===== src/rtl/axis_pkg.sv =====
// rtl/axis_pkg.sv - width helpers, entry layout and parameter checks for the AXI-Stream FIFO
`ifndef AXIS_PKG_SV
`define AXIS_PKG_SV

// One stored word: tlast sits above tdata so a single array holds both.
`define AXIS_ENTRY_T(W) struct packed { logic tlast; logic [(W)-1:0] tdata; }

package axis_pkg;

  function automatic int addr_w(input int depth);
    return (depth > 1) ? $clog2(depth) : 1;
  endfunction

  function automatic int count_w(input int depth);
    return $clog2(depth + 1);
  endfunction

  function automatic bit is_pow2(input int n);
    return (n >= 2) && ((n & (n - 1)) == 0);
  endfunction

  function automatic bit thresh_ok(input int thresh, input int depth);
    return (thresh >= 1) && (thresh <= depth);
  endfunction

endpackage

`endif


===== src/rtl/axis_fifo_ram.sv =====
// rtl/axis_fifo_ram.sv - entry array with synchronous write and asynchronous read
module axis_fifo_ram #(
  parameter int WIDTH = 33,
  parameter int DEPTH = 16,
  parameter int AW    = 4
) (
  input  logic             clk_i,
  input  logic             we_i,
  input  logic [AW-1:0]    waddr_i,
  input  logic [WIDTH-1:0] wdata_i,
  input  logic [AW-1:0]    raddr_i,
  output logic [WIDTH-1:0] rdata_o
);

  logic [WIDTH-1:0] mem_q [DEPTH];

  always_ff @(posedge clk_i) begin
    if (we_i) begin
      mem_q[waddr_i] <= wdata_i;
    end
  end

  // Combinational read gives first-word fall-through without an output stage.
  assign rdata_o = mem_q[raddr_i];

endmodule


===== src/rtl/axis_fifo.sv =====
// rtl/axis_fifo.sv - AXI-Stream FIFO with optional store-and-forward on tlast
module axis_fifo
  import axis_pkg::*;
#(
  parameter int TDATA_WIDTH        = 32,
  parameter int DEPTH              = 16,
  parameter int PACKET_MODE        = 0,
  parameter int ALMOST_FULL_THRESH = DEPTH - 2
) (
  input  logic                        aclk,
  input  logic                        aresetn,
  input  logic [TDATA_WIDTH-1:0]      s_axis_tdata,
  input  logic                        s_axis_tlast,
  input  logic                        s_axis_tvalid,
  output logic                        s_axis_tready,
  output logic [TDATA_WIDTH-1:0]      m_axis_tdata,
  output logic                        m_axis_tlast,
  output logic                        m_axis_tvalid,
  input  logic                        m_axis_tready,
  output logic [$clog2(DEPTH+1)-1:0]  fill_level,
  output logic                        almost_full
);

  localparam int AW = addr_w(DEPTH);
  localparam int CW = count_w(DEPTH);
  localparam logic [CW-1:0] FULL_CNT = CW'(DEPTH);
  localparam logic [CW-1:0] AF_CNT   = CW'(ALMOST_FULL_THRESH);

  typedef `AXIS_ENTRY_T(TDATA_WIDTH) entry_t;

  if (!is_pow2(DEPTH)) begin : g_depth_check
    $fatal(1, "axis_fifo: DEPTH must be a power of two and at least 2");
  end
  if (!thresh_ok(ALMOST_FULL_THRESH, DEPTH)) begin : g_thresh_check
    $fatal(1, "axis_fifo: ALMOST_FULL_THRESH must lie in 1..DEPTH");
  end

  logic [AW-1:0] wr_ptr_q, wr_ptr_d;
  logic [AW-1:0] rd_ptr_q, rd_ptr_d;
  logic [CW-1:0] count_q, count_d;
  logic [CW-1:0] pkt_cnt_q, pkt_cnt_d;
  logic          flush_q, flush_d;
  logic          s_ready_q, s_ready_d;
  logic          afull_q, afull_d;

  entry_t wr_entry;
  entry_t rd_entry;
  logic   m_valid;
  logic   push;
  logic   pop;
  logic   push_last;
  logic   pop_last;

  assign wr_entry.tlast = s_axis_tlast;
  assign wr_entry.tdata = s_axis_tdata;

  axis_fifo_ram #(
    .WIDTH ($bits(entry_t)),
    .DEPTH (DEPTH),
    .AW    (AW)
  ) u_ram (
    .clk_i   (aclk),
    .we_i    (push),
    .waddr_i (wr_ptr_q),
    .wdata_i (wr_entry),
    .raddr_i (rd_ptr_q),
    .rdata_o (rd_entry)
  );

  // In packet mode the output opens only once a whole packet is held, or when flushing.
  assign m_valid = (count_q != '0) &&
                   ((PACKET_MODE == 0) || (pkt_cnt_q != '0) || flush_q);

  assign push      = s_axis_tvalid & s_ready_q;
  assign pop       = m_valid & m_axis_tready;
  assign push_last = push & s_axis_tlast;
  assign pop_last  = pop & rd_entry.tlast;

  always_comb begin
    wr_ptr_d = push ? wr_ptr_q + AW'(1) : wr_ptr_q;
    rd_ptr_d = pop  ? rd_ptr_q + AW'(1) : rd_ptr_q;

    count_d = count_q;
    unique case ({push, pop})
      2'b10:   count_d = count_q + CW'(1);
      2'b01:   count_d = count_q - CW'(1);
      default: count_d = count_q;
    endcase

    pkt_cnt_d = pkt_cnt_q;
    unique case ({push_last, pop_last})
      2'b10:   pkt_cnt_d = pkt_cnt_q + CW'(1);
      2'b01:   pkt_cnt_d = pkt_cnt_q - CW'(1);
      default: pkt_cnt_d = pkt_cnt_q;
    endcase

    // A full FIFO with no complete packet would never drain; stream it through instead.
    flush_d = flush_q;
    if (pop_last) begin
      flush_d = 1'b0;
    end else if ((PACKET_MODE != 0) && (count_q == FULL_CNT) && (pkt_cnt_q == '0)) begin
      flush_d = 1'b1;
    end

    s_ready_d = (count_d != FULL_CNT);
    afull_d   = (count_d >= AF_CNT);
  end

  always_ff @(posedge aclk or negedge aresetn) begin
    if (!aresetn) begin
      wr_ptr_q  <= '0;
      rd_ptr_q  <= '0;
      count_q   <= '0;
      pkt_cnt_q <= '0;
      flush_q   <= 1'b0;
      s_ready_q <= 1'b0;
      afull_q   <= 1'b0;
    end else begin
      wr_ptr_q  <= wr_ptr_d;
      rd_ptr_q  <= rd_ptr_d;
      count_q   <= count_d;
      pkt_cnt_q <= pkt_cnt_d;
      flush_q   <= flush_d;
      s_ready_q <= s_ready_d;
      afull_q   <= afull_d;
    end
  end

  assign s_axis_tready = s_ready_q;
  assign m_axis_tvalid = m_valid;
  assign m_axis_tdata  = rd_entry.tdata;
  assign m_axis_tlast  = rd_entry.tlast;
  assign fill_level    = count_q;
  assign almost_full   = afull_q;

endmodule


===== config.mk =====
export PLATFORM = sky130hd
export DESIGN_NAME = axis_fifo
export DESIGN_NICKNAME = d
export VERILOG_FILES = /design/src/rtl/axis_pkg.sv /design/src/rtl/axis_fifo_ram.sv /design/src/rtl/axis_fifo.sv
export SDC_FILE = /design/constraint.sdc
export NUM_CORES = 1
export LEC_CHECK = 0
export CORE_ASPECT_RATIO = 1.25
export CORE_MARGIN = 2
export CORE_UTILIZATION = 60
export DETAILED_ROUTE_END_ITERATION = 12
export PLACE_DENSITY = 0.86
export SYNTH_ARGS = -nofsm -noshare
export SYNTH_HDL_FRONTEND = slang
export SYNTH_SLANG_ARGS = --single-unit

===== constraint.sdc =====
create_clock -name aclk -period 4.2 [get_ports aclk]
set_input_delay 0.63 -clock aclk [delete_from_list [all_inputs] [get_ports aclk]]
set_output_delay 0.63 -clock aclk [all_outputs]
set_load 0.01 [all_outputs]

# Word-level counts from Yosys, hierarchy flattened
# Memory sizes are Yosys's and may differ from the RTL's.
# Index checks and enable logic that the tools add are counted.
# op_classes
reduce_logical,1
n_eq_ne,3
div_mod_pow,0
mul,0
order_cmp,1
bitwise_logic,2
n_mux,3
shifts,0
addsub,4
# op_table
operator,count
5-bit one-hot mux with 2 select lines,1
4-bit by 1-bit adder with 4-bit output (second input constant),2
5-bit by 1-bit adder with 5-bit output (second input constant),1
5-bit by 4-bit >= comparator with 1-bit output (second input constant),1
5-bit != test (second input constant),1
5-bit nonzero test,1
5-bit by 1-bit subtractor with 5-bit output (second input constant),1
1-bit bitwise AND,2
2-bit by 1-bit == test with 1-bit output (second input constant),1
2-bit == test (second input constant),1
1-bit 2-to-1 mux,2
# word_totals
latch_bits,0
mem_count,1
reg_bits,15
mem_bits_ro,0
output_inout_bits,41
ramBits,528
in_bits,37
# memory_table
name,depth,word_bits,read_ports,rd_ports_with_merged_regs,write_ports,line,rtl
u_ram.mem_q,16,33,1,0,1,axis_fifo_ram.sv:15,logic [WIDTH-1:0] mem_q [DEPTH];

# Depth between registers and ports, before layout
# depth
depth_word,5
ltp_mapped,9

# Hierarchy
# Synthesis repeated with hierarchy kept, for this count alone.
# hier_totals
hier_cells,901
hier_area_um2,20783.7
# by_module_without_submodules
mod,cells_per_inst,area_per_inst_um2,n_inst
axis_fifo_ram,831,19970.4,1
axis_fifo,70,813.3,1

# Worst setup path after synthesis
# Ideal clock, no wire load.
# synth_timing
path_type,input to register
from,input s_axis_tvalid
to,"memory u_ram.mem_q[3][0], enable pin"
setup_time_ns,0.464
stages,4
t_arrival_ns,3.450
slack_ns,0.286
t_required_ns,3.736
cell_sequence,and2_1 clkbuf_1 nand2_1 nor3_1
# synth_between
elab_chain_cells,3
# synth_lines
element,line,rtl
start: declaration,axis_fifo.sv:14,"input logic s_axis_tvalid,"
1-bit bitwise AND,axis_fifo.sv:74,assign push = s_axis_tvalid & s_ready_q;
1-bit 2-to-1 mux,axis_fifo_ram.sv:18,if (we_i) begin
1-bit 2-to-1 mux (not written as such),axis_fifo_ram.sv:19,mem_q[waddr_i] <= wdata_i;
end: declaration,axis_fifo_ram.sv:15,
# Every way passes these cells.

# Final worst setup path
# layout_timing
from,register rd_ptr_q[1]
to,output m_axis_tdata[16]
# layout_between
elab_chain_cells,1
# layout_lines
element,line,rtl
start: declaration,axis_fifo.sv:39,"logic [AW-1:0] rd_ptr_q, rd_ptr_d;"
start signal: assignment,axis_fifo.sv:120,rd_ptr_q <= rd_ptr_d;
memory 16 x 33 bit,n/a,
end: declaration,axis_fifo.sv:16,"output logic [TDATA_WIDTH-1:0] m_axis_tdata,"
# Every way passes these cells.

==> results.json <==
{
  "final_nets": 1069,
  "drc": 0,
  "dp_slack_ns": 0.589,
  "num_io_pins": 78,
  "wl_per_cell_um": 31.2,
  "status": "completed",
  "maxCapViolCount": 0,
  "ys.warnings.count": 0,
  "fin_crit_sh_pct": 92.5,
  "stdcell_count": 1489,
  "wl_um": 46500,
  "relSlewSlack_pct": 38.3,
  "vias": 10100,
  "crit_type": "flop to primary output",
  "syn_to_final_growth_pct": 14.8,
  "swShare_pct": 30.4,
  "drive_above_1_share_pct": 24.4,
  "slew_viol_final": 0,
  "dp_cells": 1401,
  "finalWeightedCongestion": 0.730,
  "drt_iter0_drc": 1321,
  "cts_tree": "done",
  "clkPwrFrac_pct": 25.5,
  "yosysUniqueCellTypes": 33,
  "peakVddDrop_mv": 0.487,
  "cts.repair.resized": 0,
  "cts.path.max_buffers": 3,
  "start_util_pct": 60.4,
  "p_int_uw": 11300,
  "drtPass1Iterations": 5,
  "grt_max_degree": 59,
  "core-area_um2": 34200,
  "synth-seq-area-share_pct": 78.5,
  "critPathCaptureType": "primary output",
  "worst_pin_slew_ns": 0.925,
  "synthCells": 909,
  "fin_skew_ns": 0.00922,
  "yosysTopAreaCell": "edfxtp_1",
  "antenna_left": 0,
  "worstSkewPairLatency_ns": 0.56,
  "dp_hpwl_um": 24200,
  "cp.arrival_ns": 3.26,
  "antenna_found_initial": 1,
  "root_buffer": "clkbuf_16",
  "synth_edf_count": 528,
  "pwr_density_cell_nw_per_um2": 685,
  "dieArea_um2": 36000,
  "tns_ns": 0,
  "overflow": 0,
  "async_reset_ff_share_pct": 2.76,
  "yosys_register_bits": 543,
  "fin_ws_ns": 0.315,
  "p_seq_share_pct": 43.1,
  "power_uw": 16200,
  "synth.avg_cell_area_um2": 22.7,
  "crit_fanout": 58,
  "grtUsageTotal_pct": 26.8,
  "comb_power_share_pct": 31.4,
  "crit_path_start": "rd_ptr_q[1]",
  "vias_per_cell": 6.79,
  "synth_top_area_share_pct": 76.7,
  "grt_pass1_wl_um": 68500,
  "rows": 76,
  "post-route-min-period_ns": 3.89,
  "start_kind": "flop",
  "r2r-start": "fill_level[0]",
  "cts_num_sinks": 543,
  "cts_hold_buf": 0,
  "synth_area_leaders": "edfxtp_1 77%, mux4_2 14%, a22oi_1 2.4%",
  "path_clk_slew_ns": 0.06,
  "die-width_um": 170,
  "synth.cell_area_um2": 20700,
  "syn-num-nets": 956,
  "hold_path.class": "input port to asynchronous set/reset pin",
  "rsz0062_at_grt": "no",
  "ys.flop_type": "edfxtp_1",
  "cts_htree_levels": 2,
  "setup-violations-final": 0,
  "p_leak_uw": 0.00753,
  "final_hold_viol_count": 0,
  "cts_made_buffers": 48,
  "power.switching_uw": 4940,
  "die_h_um": 211,
  "worstPathRequired_ns": 3.57,
  "io_buffer_count": 77,
  "grt_pass1_vias": 10600,
  "postCtsSetupBuffers": 0,
  "fmax_mhz": 257
}
worst paths after layout:
check / to / slack, ns / cells after the start
worst max-delay path: m_axis_tdata[16] / 0.31 / 5
worst max register to register: almost_full / 1.11 / 8
min in group aclk: wr_ptr_q[3] / 0.64 / 2
worst min register to register: wr_ptr_q[3] / 0.64 / 2
worst min-delay path: wr_ptr_q[0] / 0.49 / 1
max in group asynchronous: rd_ptr_q[1] / 3.20 / 1
flip-flops by register name, indices dropped and copies added (netlist names):
name	count
u_ram.mem_q	528
wr_ptr_q	4
almost_full	1
rd_ptr_q	4
s_axis_tready	1
fill_level	5
through the flow:
stage	cell area (µm²)	utilization [%]	hold slack, ns
final	23700	69.3	0.487
after global routing	23700	69.3	0.527
after CTS	23700	69.3	0.496
after detailed placement	22300	65.1	0.632
after global placement	22300	65.1	0.582
after floorplan	20700	-	0.334
placed cells by master, fill, tap and decap left out, types with 2 or more instances in the layout:
cell / netlist / final
inv_1: 4 / 4
dfrtp_4: 0 / 2
clkinvlp_4: 0 / 3
nor3_2: 0 / 4
edfxtp_1: 528 / 528
nor2_4: 0 / 13
nor3b_1: 2 / 2
clkdlybuf4s50_1: 0 / 77
o21ai_0: 2 / 2
clkinv_1: 0 / 8
dfrtp_1: 15 / 13
xor2_1: 3 / 3
nor2b_4: 0 / 2
bufinv_16: 0 / 2
clkbuf_16: 0 / 49
inv_6: 0 / 2
nor2_1: 16 / 3
ha_1: 9 / 9
a21oi_1: 3 / 3
diode_2: 0 / 3
nor3_1: 6 / 2
mux4_2: 132 / 132
buf_12: 0 / 12
nand2_1: 43 / 43
nand4_1: 3 / 3
xnor2_1: 7 / 7
clkbuf_1: 23 / 12
clkinv_2: 0 / 8
mux2_2: 3 / 3
a22oi_1: 66 / 66
a21o_1: 2 / 2
nand2b_1: 2 / 2
buf_4: 0 / 23
worst max-delay path, stage by stage, from the launching register on:
cell	delay (ns)
dfrtp_4	1.03
buf_4	0.43
mux4_2	0.36
a22oi_1	0.26
nand2_1	0.10
clkdlybuf4s50_1	0.49
per-layer routing:
layer  vias to the layer above  track usage [%]  share of wire (%)
li1                       4073                -                  -
met1                      5293             36.0                 36
met2                       626             44.4                 52
met3                       124             5.20                8.7
met4                         0             10.4                3.4
met5                         -                0                  0
power groups by stage:
stage | clock network, µW | registers (µW) | logic, µW
final | 4140 | 7000 | 5110
after global routing | 4360 | 7050 | 5420
after CTS | 4170 | 7000 | 5140
after detailed placement | 0 | 7090 | 5040
after global placement | 0 | 7030 | 4890
after floorplan | 0 | 6830 | 3250
Yosys cell counts, types with 2 or more instances:
library cell and n:
xnor2_1 7, o21ai_0 2, clkbuf_1 23, nor3_1 6
mux4_2 132, buf_2 15, a21oi_1 3, buf_1 4
nor3b_1 2, mux2_2 3, xor2_1 3, nand2_1 43
nor2_1 16, a21o_1 2, and2_1 2, buf_6 7
dfrtp_1 15, inv_1 4, nand4_1 3, ha_1 9
nand2b_1 2, nor2b_1 3, edfxtp_1 528, a22oi_1 66
cell families after synthesis:
kind of cell / after synthesis / synth area share [%]
multiplexers: 135 / 14.5
adder cells (fa/ha/maj): 10 / 0.642
flip-flops: 543 / 78.5
AO/OA/AOI/OAI: 79 / 2.88
XOR/XNOR: 10 / 0.424
buffers and inverters: 53 / 1.31
AND/OR/NAND/NOR: 79 / 1.66
cell type report:
class / instances / area (µm²)
flip-flops and latches: 543 / 16200
fillers: 1928 / 10500
multi-input cells: 313 / 4300
clock buffers: 61 / 1270
repair buffers: 112 / 1180
well taps: 429 / 537
clock inverters: 24 / 179
inverters: 4 / 15.0
diodes: 3 / 7.51
Note: power is estimated with default switching activity, not from simulation.
